File: src/rtl/dac_frame_sequencer.sv
// Standalone main_state/channel sequencer for DAC_modified.
// It buffers amplifier samples, loads one per frame into the target slot, and captures the HPF result.
module dac_frame_sequencer #(
    parameter int NUM_CHANNELS = 20,
    parameter int FIFO_DEPTH   = 16
) (
    input  logic        dataclk,
    input  logic        reset,
    input  logic        enable,
    input  logic [5:0]  target_channel,
    input  logic [15:0] sample_in,
    input  logic        sample_valid,
    output logic        sample_ready,
    output logic [31:0] main_state,
    output logic [5:0]  channel,
    output logic [15:0] DAC_input,
    input  logic [15:0] DAC_register,
    output logic [15:0] result_out,
    output logic        result_valid,
    output logic [15:0] underrun_count,
    output logic        running
);

    localparam int AW = $clog2(FIFO_DEPTH);
    localparam int CW = AW + 1;
    localparam logic [5:0] LAST_CH = 6'(NUM_CHANNELS - 1);

    typedef enum logic [2:0] {PARK, S99, S100, S135, S170, S205} state_t;

    state_t        state, state_next;
    logic [5:0]    channel_next;
    logic [5:0]    target_q;
    logic          target_ok;
    logic          slot_match;
    logic          load_slot;
    logic          capture_slot;

    logic [15:0]   mem [FIFO_DEPTH];
    logic [AW-1:0] wr_ptr, rd_ptr;
    logic [CW-1:0] count;
    logic          fifo_empty, fifo_full;
    logic          do_push, do_pop;

    function automatic logic [31:0] state_code(input state_t s);
        case (s)
            S100:    return 32'd100;
            S135:    return 32'd135;
            S170:    return 32'd170;
            S205:    return 32'd205;
            default: return 32'd99;
        endcase
    endfunction

    always_comb begin
        state_next   = state;
        channel_next = channel;
        case (state)
            PARK: begin
                if (enable) begin
                    state_next   = S99;
                    channel_next = 6'd0;
                end
            end
            S99:  state_next = S100;
            S100: state_next = S135;
            S135: state_next = S170;
            S170: state_next = S205;
            S205: begin
                if (channel != LAST_CH) begin
                    channel_next = channel + 6'd1;
                    state_next   = S99;
                end else begin
                    channel_next = 6'd0;
                    state_next   = enable ? S99 : PARK;
                end
            end
            default: begin
                state_next   = PARK;
                channel_next = 6'd0;
            end
        endcase
    end

    always_ff @(posedge dataclk) begin
        if (reset) begin
            state      <= PARK;
            channel    <= 6'd0;
            main_state <= 32'd99;
            running    <= 1'b0;
        end else begin
            state      <= state_next;
            channel    <= channel_next;
            main_state <= state_code(state_next);
            running    <= (state_next != PARK);
        end
    end

    // Target is frozen at the start of channel 0 so one frame never mixes two targets.
    always_ff @(posedge dataclk) begin
        if (reset)
            target_q <= 6'h3F;
        else if (state == S99 && channel == 6'd0)
            target_q <= target_channel;
    end

    assign target_ok    = ({1'b0, target_q} < 7'(NUM_CHANNELS));
    assign slot_match   = target_ok && (channel == target_q);
    assign load_slot    = (state == S100) && slot_match;
    assign capture_slot = (state == S170) && slot_match;

    assign fifo_empty   = (count == '0);
    assign fifo_full    = (count == CW'(FIFO_DEPTH));
    assign sample_ready = !fifo_full;
    assign do_push      = sample_valid && !fifo_full;
    assign do_pop       = load_slot && !fifo_empty;

    always_ff @(posedge dataclk) begin
        if (do_push)
            mem[wr_ptr] <= sample_in;
    end

    always_ff @(posedge dataclk) begin
        if (reset) begin
            wr_ptr <= '0;
            rd_ptr <= '0;
            count  <= '0;
        end else begin
            if (do_push)
                wr_ptr <= wr_ptr + AW'(1);
            if (do_pop)
                rd_ptr <= rd_ptr + AW'(1);
            case ({do_push, do_pop})
                2'b10:   count <= count + CW'(1);
                2'b01:   count <= count - CW'(1);
                default: count <= count;
            endcase
        end
    end

    // An empty FIFO at the load slot leaves the DAC on its previous sample.
    always_ff @(posedge dataclk) begin
        if (reset) begin
            DAC_input      <= 16'd0;
            underrun_count <= 16'd0;
            result_out     <= 16'd0;
            result_valid   <= 1'b0;
        end else begin
            if (do_pop)
                DAC_input <= mem[rd_ptr];
            if (load_slot && fifo_empty && underrun_count != 16'hFFFF)
                underrun_count <= underrun_count + 16'd1;
            if (capture_slot)
                result_out <= DAC_register;
            result_valid <= capture_slot;
        end
    end

endmodule

File: config.mk
export PLATFORM = sky130hd
export DESIGN_NAME = dac_frame_sequencer
export DESIGN_NICKNAME = d
export VERILOG_FILES = /design/src/rtl/dac_frame_sequencer.sv
export SDC_FILE = /design/constraint.sdc
export NUM_CORES = 1
export LEC_CHECK = 0
export CAP_MARGIN = 15
export CORE_ASPECT_RATIO = 0.9
export CORE_MARGIN = 5
export CORE_UTILIZATION = 61
export DETAILED_ROUTE_END_ITERATION = 7
export MAX_ROUTING_LAYER = met4
export PLACE_DENSITY = 0.86
export SLEW_MARGIN = 5
export SYNTH_ARGS = -nofsm -noshare
export SYNTH_HDL_FRONTEND = slang
export SYNTH_SLANG_ARGS = --single-unit
File: constraint.sdc
create_clock -name dataclk -period 8.5 [get_ports dataclk]
set_input_delay 1.7 -clock dataclk [delete_from_list [all_inputs] [get_ports dataclk]]
set_output_delay 1.7 -clock dataclk [all_outputs]
set_load 0.005 [all_outputs]
==> After elaboration in Yosys (flattened, before gate mapping) <==
Memories as Yosys holds them, arrays and structs flattened. A register that Yosys moved wholly into a read port is not among the register bits.
Cells that the tools add are included.
{ "totals": {"memories": 1, "ff_bits": 94, "ram_bits": 256, "inputBits": 42, "wordCells": 64} }
{ "mem_list": {"columns": ["memory", "depth", "width", "rd", "rd_clocked_by_memory_dff", "write_ports", "line_no", "text"], "rows": [
  ["mem", 16, 16, 1, 1, 1, "38", "logic [15:0] mem [FIFO_DEPTH];"]
]} }
{ "op_classes": {"eq_ne": 16, "n_lt_le_gt_ge": 1, "reduce_logical": 17, "bitwise": 1, "n_mux": 11, "addsub": 6} }
{ "op_table": {"columns": ["cell", "count"], "rows": [
  ["8-bit one-hot mux with 4 select lines", 1],
  ["3-bit one-hot mux with 6 select lines", 1],
  ["6-bit one-hot mux with 3 select lines", 1],
  ["16-bit by 1-bit adder with 16-bit output, second input constant", 1],
  ["16-bit != test, second input constant", 1],
  ["3-bit by 2-bit == test with 1-bit output, second input constant", 4],
  ["3-bit == test, second input constant", 4],
  ["6-bit two-way mux", 2],
  ["5-bit one-hot mux with 2 select lines", 1],
  ["4-bit by 1-bit adder with 4-bit output, second input constant", 2],
  ["1-bit logical AND", 8],
  ["6-bit by 1-bit adder with 6-bit output, second input constant", 1],
  ["6-bit == test", 1],
  ["6-bit zero test", 1],
  ["6-bit by 5-bit < comparator with 1-bit output, second input constant", 1],
  ["6-bit by 5-bit != test with 1-bit output, second input constant", 1],
  ["5-bit by 1-bit adder with 5-bit output, second input constant", 1],
  ["5-bit == test, second input constant", 1],
  ["5-bit zero test", 1],
  ["5-bit by 1-bit subtractor with 5-bit output, second input constant", 1],
  ["1-bit two-way mux", 4],
  ["4-bit OR reduction", 1],
  ["3-bit by 1-bit == test with 1-bit output, second input constant", 1],
  ["3-bit zero test", 1],
  ["other kinds (9)", 10]
]} }

==> Depth between registers and ports, before layout <==
Gate-level depths: netlist (run 1).
{ "depth": {"word_depth": 6, "ltp_mapped": 13, "mapped_depth_nobuf": 12} }

==> Worst setup path before layout (run 1) <==
Ideal clock, no wire load.
{ "synth_timing": {"kind": "input -> register", "from": "in sample_valid", "to": "mem mem[3][0] (enable)", "setup_time_ns": 0.409, "cell_stages": 3, "arrival_ns": 3.512, "setup_slack_ns": 4.579, "path_cell_list": "a21boi_1 nand2_1 nor3_1"} }
{ "synth_between": {"elab_chain_len": 3} }
{ "synth_lines": {"columns": ["element", "line_no", "text"], "rows": [
  ["from (decl)", "12", "input logic sample_valid,"],
  ["1-bit logical AND", "114", "assign do_push = sample_valid && !fifo_full;"],
  ["1-bit two-way mux", "118", "if (do_push)"],
  ["1-bit two-way mux (implied by the code)", "119", "mem[wr_ptr] <= sample_in;"],
  ["to (decl)", "38", null]
]} }
No other way between the ends.

==> Final worst setup path (run 1) <==
{ "layout_timing": {"from": "in sample_valid", "to": "reg count[4]"} }
{ "layout_between": {"elab_chain_len": 3, "word_cells_on_any_way": 5, "cone_classes": "eq/ne (2); mux (1); reduce/logical (2)"} }
{ "layout_lines": {"columns": ["element", "line_no", "text"], "rows": [
  ["1-bit logical AND *", "114", null],
  ["2-bit by 1-bit == test with 1-bit output / 2-bit == test (equally long branches)", "132", "case ({do_push, do_pop})"],
  ["5-bit one-hot mux with 2 select lines / 2-bit nonzero test (equally long branches)", null, null],
  ["to (signal assigned)", "133", "2'b10: count <= count + CW'(1);"],
  ["to (signal assigned)", "134", "2'b01: count <= count - CW'(1);"],
  ["to (signal assigned)", "135", "default: count <= count;"],
  ["to (decl)", "40", "logic [CW-1:0] count;"]
]} }
Every way passes the cells marked *; elsewhere a longest branch is shown, timed or not.
A chain may end at the register's enable or synchronous reset.

==> qor.txt, run 1 <==
Kind of critical path - primary input to flip-flop
Post-synthesis register bit count - 341
Worst EP required - 8.94 ns
Clock-pin transition on the worst setup and hold timing paths - 0.06 ns
Mapped Avg Cell Area - 14.8 um2
Lkg Pwr - 0.00522 uW
Yosys cell types - 60
Top-count cell post-synth - edfxtp_1
Worst slew pin tran - 1.01 ns
PostCTS Resize Cnt - 0
Number of synthesized flops with an enable pin - 256
Clock Path Buffers - 3
Max-cap violation count - 0
PwrDens - 213 nW/um2
GP Congestion - 0.905
Hold-fix buffers at CTS - 0
Reg2reg setup slack - 4.69 ns
Status - completed
Cell count after synthesis - 928
Antenna Nets Post-Route - 0
Fmax - 0.235 GHz
Fillcell total - 1345
Mapped Area - 13800 um2
Dominant synthesized flop cell - edfxtp_1
Clock tree from TritonCTS - yes
Commonest cells in the netlist - 256 x edfxtp_1, 85 x dfxtp_1, 81 x nand2_1
1st-iter DRT viols - 1004
Via Count - 8355
Top Ports - 131
VDD IR-drop max - 0.189 mV
Final min period - 4.25 ns
Pre-antenna DRT Iters - 5
Die area - 25700 um2
Setup crit end kind - flip-flop
Register area - 9400 um2
Min Hold Slack - 0.453 ns
Initial antenna violation count - 0
Layout cells sized above 1 - 15.2%
Synth top area cells - edfxtp_1 56%, dfxtp_1 12%, mux4_2 8.0%, nand2_1 2.2%, mux2i_1 2.1%
Post-CTS Setup Bufs - 0
Drt wl/cell - 22.3 um
Post-DP HPWL - 19300 um
Core area - 22400 um2
Drt total wl - 30400 um
Hold Fails Final Rpt - 0
Vias/cell - 6.12
Largest area contributor in the netlist - edfxtp_1
Relative slew slack - 32.6%
Clk Latency, worst-skew pair - 0.53 ns
Area of the multi-input gates - 3990 um2
Clk sinks - 341
Layout area overhead - 17.6%
Worst-path maximum fanout - 9
Pins Over Slew Limit - 0
Syn. warnings - 0
Largest net degree at the start of global routing - 68
Worst Hold End - result_out[11]
R2r startpoint - state[1]
N_diodes - 0
Fin Setup TNS - 0 ns
Critical path launch point - sample_valid
R2r endpoint - count[4]
RSZ-0062 raised after global routing - no
FP Rows - 52
Chip width - 168 um
Top-area cell type share of the netlist area - 55.9%
Gr usage total - 24.2%
Async SR Flop Fraction - 0%
First-pass GRT wire length - 46800 um
Seq/Total Area, Yosys - 68.2%
Crit path arrival time - 4.69 ns
Die Y - 152 um
Grt total ovfl - 0
Min-delay src - result_out[11]
HP Class - flip-flop to flip-flop
R2R depth - 12
Endpoints failing setup - 0
Buffers on Ports - 105
Initial Util - 61.5%
Root Buffer - clkbuf_16
Vias in the first global route - 8209
Crit share post-route - 50.0%
CP startpoint kind - primary input
Layout Nets - 1098
Clock Skew - 0.0235 ns
Total CTS buffers - 34
Hold path depth - 2
Residual DRC - 0
H-Tree Depth - 2
## cells by family after synthesis
logic type	share of synthesized area [%]
simple gates	8.38
compound gates	6.68
xor+xnor	1.08
flops	68.2
buf+inv	3.65
mux	10.7
fa+ha+maj	1.24
other cells	0.0273
## per-layer routing
| metal | vias to the layer above | global-route usage [%] | part of all wire, % |
|---|---|---|---|
| li1 | 3726 | - | - |
| met1 | 4135 | 31.0 | 39 |
| met2 | 431 | 40.4 | 50 |
| met3 | 63 | 4.15 | 8.6 |
| met4 | 0 | 6.61 | 2.4 |
| met5 | - | - | 0 |
## layout make-up
| class | count | area share [%] |
|---|---|---|
| Tap cell | 297 | 2.30 |
| Clock inverter | 16 | 1.24 |
| Timing Repair Buffer | 129 | 7.60 |
| Inverter | 20 | 0.464 |
| Sequential cell | 341 | 58.1 |
| Multi-Input combinational cell | 517 | 24.6 |
| Clock buffer | 45 | 5.70 |
## where the power goes
| part | internal (uW) | total [uW] | switching, uW | leakage [uW] |
|---|---|---|---|---|
| sequential | 1810 | 1830 | 17.7 | 0.00300 |
| clock | 865 | 1480 | 610 | 0.000530 |
| combinational | 61.2 | 147 | 85.8 | 0.00168 |
## registers in the layout (all words and copies together) (netlist names)
register and count:
channel 6, result_valid 1, count 5, mem 256, target_q 6, main_state 7, DAC_input 16, wr_ptr 4
underrun_count 16, rd_ptr 4, result_out 16, state 3, running 1
## cell usage in the layout (no fill, tap or decap), types with 4 or more instances in the layout
cell type        synthesis  layout
o22ai_1                  4       4
mux4_2                  49      49
xor2_1                  10      10
nand2b_1                 5       5
edfxtp_1               256     256
buf_4                   25      23
nand3_1                  7       7
or4_1                   13      13
ha_1                    12      12
nor4_1                   6       5
a22o_1                   6       6
xnor2_1                  7       7
inv_1                   20      20
and3_1                   5       5
nand4_1                 12      12
conb_1                   1      25
nor2b_1                  6       6
clkbuf_16                0      34
o21ai_2                 10      10
clkinv_1                 0       5
a211o_1                  6       6
dfxtp_1                 85      83
o31ai_1                 12      12
a21oi_1                 57      57
nor2_1                  61      61
nor3_1                  15      11
a31oi_1                 13      13
clkbuf_1                31       8
a22o_2                   6       6
clkdlybuf4s50_1          0     104
or3_1                    7       7
nand2_1                 81      81
mux2i_1                 29      29
nor3_2                   0       4
o21ai_0                 12      12
mux2_2                   7       7
## how the worst max path moves through the flow
stage	to	slack (ns)	depth (start not counted)
2_1_floorplan	mem[3][0]	4.58	3
3_3_place_gp	count[4]	3.88	10
3_5_place_dp	count[4]	3.79	10
4_1_cts	count[4]	4.32	10
5_1_grt	count[4]	4.05	10
6_report	count[4]	4.25	10
## critical path, cell delays in order
cell and delay, ns:
clkdlybuf4s50_1 0.45, a21boi_1 0.70, inv_1 0.11, ha_1 0.29, ha_1 0.33, nor2b_1 0.16, o21ai_0 0.21, a21oi_1 0.12
or4_1 0.47, a21oi_1 0.14
## stage by stage
| stage | total power, uW | util (%) | instance area, um2 | worst slack, ns | cells |
|---|---|---|---|---|---|
| final | 3450 | 72.3 | 16200 | 4.25 | 1365 |
| after floorplan | 1950 | - | 13800 | 4.58 | 952 |
| after CTS | 3480 | 72.2 | 16200 | 4.32 | 1364 |
| after global routing | 3560 | 72.3 | 16200 | 4.05 | 1365 |
| after global placement | 2010 | 67.2 | 15000 | 3.88 | 1303 |
| after detailed placement | 2010 | 67.2 | 15000 | 3.79 | 1303 |
(Power assumes the default switching activity.)
==> run 2: changes to the inputs <==
--- a/config.mk
+++ b/config.mk
@@ -8,10 +8,10 @@
 export CAP_MARGIN = 15
 export CORE_ASPECT_RATIO = 0.9
 export CORE_MARGIN = 5
-export CORE_UTILIZATION = 61
+export CORE_UTILIZATION = 52
 export DETAILED_ROUTE_END_ITERATION = 7
 export MAX_ROUTING_LAYER = met4
-export PLACE_DENSITY = 0.86
+export PLACE_DENSITY = 0.78
 export SLEW_MARGIN = 5
 export SYNTH_ARGS = -nofsm -noshare
 export SYNTH_HDL_FRONTEND = slang
==> constraint.sdc (replaced) <==
create_clock -name dataclk -period 3.8 [get_ports dataclk]
set_input_delay 0.76 -clock dataclk [delete_from_list [all_inputs] [get_ports dataclk]]
set_output_delay 0.76 -clock dataclk [all_outputs]
set_load 0.005 [all_outputs]
==> run 2 against run 1 <==
Via count shrank 1.9%. Sequential share of layout area decreased by 0.67 points. Non-clock buffer count rose by 14. Global-route usage shrank 3.6 points. Clock power increased by 110%. Power up 120%. Critical endpoint unchanged. Largest cell class unchanged.
==> qor.txt, run 2 (same netlist as run 1, synthesis figures left out) <==
Status - completed
Pins Over Slew Limit - 0 (unchanged)
H-Tree Depth - 2 (unchanged)
Layout Nets - 1112 (+1.3%)
Hold Fails Final Rpt - 0 (unchanged)
Hold path depth - 2 (unchanged)
First-pass GRT wire length - 46100 um (-1.6%)
Fin Setup TNS - 0 ns (unchanged)
Via Count - 8193 (-1.9%)
N_diodes - 0 (unchanged)
Clock-pin transition on the worst setup and hold timing paths - 0.06 ns (about the same)
Area post-placement - 15300 um2 (+1.8%)
Worst-path maximum fanout - 7 (-2)
PwrDens - 461 nW/um2 (+120%)
Vias in the first global route - 8037 (-2.1%)
Clock tree from TritonCTS - yes
Clock Skew - 0.0190 ns (-0.00450 ns)
VDD IR-drop max - 0.468 mV (+150%)
Initial antenna violation count - 0 (unchanged)
Chip width - 181 um (+7.8%)
Final min period - 3.42 ns
Drt total wl - 29900 um (-1.7%)
Layout area overhead - 19.0%
Initial Util - 52.8% (-8.7 points)
Crit share post-route - 89.9%
HP Class - flip-flop to flip-flop
Die area - 29800 um2 (+16%)
Pre-antenna DRT Iters - 5 (unchanged)
Pwr Total - 7550 uW (+120%)
Drt wl/cell - 20.9 um (-6.2%)
Relative slew slack - 45.8% (+13 points)
Fillcell total - 1873 (+39%)
Worst slew pin tran - 0.812 ns (-0.197 ns)
Post-DP HPWL - 19100 um (-0.67%)
Setup crit end kind - flip-flop
Clk sinks - 341 (unchanged)
Antenna Nets Post-Route - 0 (unchanged)
Residual DRC - 0 (unchanged)
R2R depth - 12 (unchanged)
CP startpoint kind - flip-flop
Lkg Pwr - 0.00529 uW (+1.4%)
Fmax - 0.293 GHz
Die Y - 164 um (+7.8%)
Layout cells sized above 1 - 16.5% (+1.3 points)
Number of flip-flops in the largest register - 256 (unchanged)
Largest net degree at the start of global routing - 67 (-1.5%)
Cell count after placement - 1369 (+5.1%)
Buffers on Ports - 105 (unchanged)
Clk Latency, worst-skew pair - 0.51 ns (-0.02 ns)
Grt total ovfl - 0 (unchanged)
Commonest non-fill, non-tap cells in the layout - 256 x edfxtp_1, 104 x clkdlybuf4s50_1, 83 x dfxtp_1
Endpoints failing setup - 0 (unchanged)
Clock Path Buffers - 3 (unchanged)
FP Rows - 56 (+7.7%)
1st-iter DRT viols - 893 (-11%)
Worst EP required - 4.24 ns (-4.70 ns)
Root Buffer - clkbuf_16
Post-CTS Setup Bufs - 0 (unchanged)
Hold-fix buffers at CTS - 0 (unchanged)
Final instance count without filler cells - 1430 (+4.8%)
Vias/cell - 5.73 (-6.4%)
Commonest non-fill, non-tap cell in the layout - edfxtp_1
Gr usage total - 20.5% (-3.6 points)
Total CTS buffers - 34 (unchanged)
Final Cell Area - 16400 um2 (+1.2%)
GP Congestion - 0.870 (-3.8%)
Crit path arrival time - 3.86 ns (-0.83 ns)
Core area - 26100 um2 (+16%)
Top Ports - 131 (unchanged)
RSZ-0062 raised after global routing - no
Max-cap violation count - 0 (unchanged)
Top reg by flops - mem
Kind of critical path - flip-flop to flip-flop
[run 2: changes by cell type in the layout (fill, tap and decap cells not counted), moves of 2 or more]
cell / delta
buf_12: +8
buf_4: +7
clkinv_2: +5
bufinv_16: -3
clkbuf_1: -2
clkinv_8: -2
clkinvlp_2: -2
[run 2: through the flow]
stage                     hold WS (ns)  util [%]  worst slack [ns]
after floorplan                  0.448         -             0.647
after CTS                        0.452      62.8             0.306
after detailed placement         0.442      58.8             0.366
final                            0.449      62.8             0.383
after global routing             0.465      62.8            0.0399
after global placement           0.436      58.8             0.389
[run 2: layout make-up]
cell class,count,area (um2),area share [%]
inverter,20,75.1,0.459
clock buffer,44,940,5.74
multi-input combinational,517,3990,24.4
sequential,341,9400,57.4
clock inverter,17,104,0.634
timing repair buffer,143,1430,8.74
tap,348,435,2.66
[run 2: report_power, final]
part	switching, uW	leakage [uW]	internal, uW	total, uW
sequential	31.6	0.00300	4060	4090
combinational	195	0.00178	144	339
clock	1360	0.000508	1760	3120
[run 2: repair_timing]
action | 4_1_cts | 5_1_grt
hold endpoints to repair | 0 | 0
gates resized for setup | 0 | 1
setup endpoints to repair | 0 | 1
[run 2: routing by layer]
layer / global-route usage [%] / vias up / part of all wire [%]
met5: - / - / 0
met4: 4.20 / 0 / 1.6
met3: 3.79 / 48 / 7.6
met2: 33.2 / 317 / 48
met1: 27.9 / 4068 / 43
li1: - / 3760 / -
[run 2: worst paths after layout]
| path | start | end | slack (ns) |
|---|---|---|---|
| worst min register to register | DAC_input[1] | DAC_input[1] | 0.45 |
| worst max-delay path | channel[3] | count[4] | 0.38 |
| worst min-delay path | DAC_input[1] | DAC_input[1] | 0.45 |
| worst max register to register | channel[3] | count[4] | 0.38 |
[run 2: worst max-delay path, cell delays in order (launching register included)]
cell     delay (ns)
dfxtp_1        0.37
nor2b_4        0.15
nor4_1         0.58
nand4_1        0.29
inv_1          0.21
ha_1           0.25
inv_1          0.10
fa_1           0.38
nor2b_1        0.15
o21ai_0        0.11
and3_1         0.20
or4_1          0.40
a21oi_1        0.14
==> run 3: changes to the inputs <==
--- a/config.mk
+++ b/config.mk
@@ -8,10 +8,11 @@
 export CAP_MARGIN = 15
 export CORE_ASPECT_RATIO = 0.9
 export CORE_MARGIN = 5
-export CORE_UTILIZATION = 52
+export CORE_UTILIZATION = 54
+export CTS_BUF_LIST = sky130_fd_sc_hd__clkbuf_8
 export DETAILED_ROUTE_END_ITERATION = 7
 export MAX_ROUTING_LAYER = met4
-export PLACE_DENSITY = 0.78
+export PLACE_DENSITY = 0.81
 export SLEW_MARGIN = 5
 export SYNTH_ARGS = -nofsm -noshare
 export SYNTH_HDL_FRONTEND = slang
==> run 3 against run 2 <==
Combinational power down 2%. Largest cell class unchanged. Sequential power about the same. Largest power group unchanged. Hold slack about the same.
==> qor.txt, run 3 (same netlist as run 1, synthesis figures left out) <==
Kind of critical path - flip-flop to flip-flop
1st-iter DRT viols - 728 (-18%)
Fin Setup TNS - 0 ns (unchanged)
Gr usage total - 21.4% (+0.87 points)
Largest net degree at the start of global routing - 56 (-16%)
HP Class - flip-flop to flip-flop
Fmax - 0.292 GHz (about the same)
Worst EP required - 4.29 ns (+0.05 ns)
Worst slew pin tran - 0.970 ns (+0.158 ns)
Residual DRC - 0 (unchanged)
GP Congestion - 0.834 (-4.1%)
Post-DP HPWL - 19400 um (+1.3%)
Endpoints failing setup - 0 (unchanged)
Drt wl/cell - 20.5 um (-2.0%)
Fillcell total - 1746 (-6.8%)
Clk sinks - 341 (unchanged)
Crit share post-route - 90.0% (about the same)
Layout area overhead - 18.0%
Commonest non-fill, non-tap cells in the layout - 256 x edfxtp_1, 104 x clkdlybuf4s50_1, 83 x dfxtp_1
Die Y - 161 um (-1.8%)
Register area - 9400 um2 (unchanged)
VDD IR-drop max - 0.421 mV (-10%)
Buffers on Ports - 105 (unchanged)
First-pass GRT wire length - 46600 um (+1.3%)
Status - completed
Final WS setup - 0.381 ns (-0.00208 ns)
Commonest non-fill, non-tap cell in the layout - edfxtp_1
Grt total ovfl - 0 (unchanged)
Pins Over Slew Limit - 0 (unchanged)
Clock-pin transition on the worst setup and hold timing paths - 0.06 ns (about the same)
Top Ports - 131 (unchanged)
Max-cap violation count - 0 (unchanged)
Clk Latency, worst-skew pair - 0.56 ns (+0.05 ns)
Clock Skew - 0.0198 ns (+0.000829 ns)
Pre-antenna DRT Iters - 5 (unchanged)
Initial Util - 54.8% (+2.0 points)
Chip width - 178 um (-1.8%)
N_diodes - 0 (unchanged)
Worst-path maximum fanout - 13 (+6)
Vias/cell - 5.68 (-0.94%)
Hold Fails Final Rpt - 0 (unchanged)
Top reg by flops - mem
Lkg Pwr - 0.00534 uW (+1.1%)
Pre-CTS setup slack - 0.262 ns (-0.104 ns)
Clock Path Buffers - 3 (unchanged)
Final instance count without filler cells - 1462 (+2.2%)
FP Rows - 55 (-1.8%)
Hold-fix buffers at CTS - 0 (unchanged)
Relative slew slack - 35.3% (-10 points)
Root Buffer - clkbuf_8
Number of flip-flops in the largest register - 256 (unchanged)
Vias in the first global route - 8359 (+4.0%)
Core area - 25100 um2 (-3.6%)
RSZ-0062 raised after global routing - no
Total CTS buffers - 52 (+53%)
PwrDens - 445 nW/um2 (-3.5%)
Area of the multi-input gates - 4000 um2 (+0.19%)
Setup crit end kind - flip-flop
Crit path arrival time - 3.91 ns (+0.05 ns)
Clock tree from TritonCTS - yes
Die area - 28800 um2 (-3.5%)
H-Tree Depth - 2 (unchanged)
CP startpoint kind - flip-flop
Antenna Nets Post-Route - 0 (unchanged)
Post-CTS Setup Bufs - 0 (unchanged)
Drt total wl - 29900 um (+0.18%)
Via Count - 8298 (+1.3%)
Cell count after placement - 1365 (-0.29%)
Initial antenna violation count - 0 (unchanged)
Final min period - 3.42 ns (+0.00208 ns)
Layout cells sized above 1 - 18.3% (+1.9 points)
Layout Nets - 1133 (+1.9%)
run 3: worst paths after layout:
check                       from        endpoint  slack, ns  cells past startpoint
setup / recovery        state[0]        count[4]       0.38                     12
hold / removal    result_out[13]  result_out[13]       0.45                      2
setup reg to reg        state[0]        count[4]       0.38                     12
hold reg to reg   result_out[13]  result_out[13]       0.45                      2
run 3: repair_timing:
item	4_1_cts	5_1_grt
resized for setup	0	1
endpoints found under the hold margin	0	0
endpoints found under the setup margin	0	1
run 3: cell type report:
| type | count | area share (%) |
|---|---|---|
| Timing Repair Buffer | 146 | 8.36 |
| Clock inverter | 37 | 1.02 |
| Inverter | 20 | 0.462 |
| Multi-Input combinational cell | 517 | 24.6 |
| Sequential cell | 341 | 57.9 |
| Clock buffer | 59 | 5.00 |
| Tap cell | 342 | 2.64 |
run 3: metal layers:
metal | GRT usage [%] | part of all wire (%)
met1 | 28.8 | 41
met2 | 33.2 | 47
met3 | 4.94 | 10
met4 | 6.21 | 1.9
met5 | - | 0
run 3: per-stage QoR:
step | utilization (%) | cell area (um2) | hold WS (ns) | total power, uW
5_1_grt | 64.6 | 16200 | 0.482 | 7510
6_report | 64.6 | 16200 | 0.449 | 7220
2_1_floorplan | - | 13800 | 0.448 | 4350
3_3_place_gp | 60.7 | 15200 | 0.437 | 4490
3_5_place_dp | 60.7 | 15200 | 0.444 | 4500
4_1_cts | 64.6 | 16200 | 0.452 | 7280
run 3: power breakdown:
part	internal, uW	switching [uW]
combinational	143	190
clock	1430	1370
sequential	4060	32.1
run 3: worst max-delay path, stage by stage (launching register included):
cell and delay [ns]:
dfxtp_1 0.42, or3b_2 0.54, nor3_2 0.24, nand4_1 0.21, inv_1 0.19, ha_1 0.26, inv_1 0.10, fa_1 0.38
nor2b_1 0.15, o21ai_0 0.12, and3_1 0.21, or4_1 0.39, a21oi_1 0.14
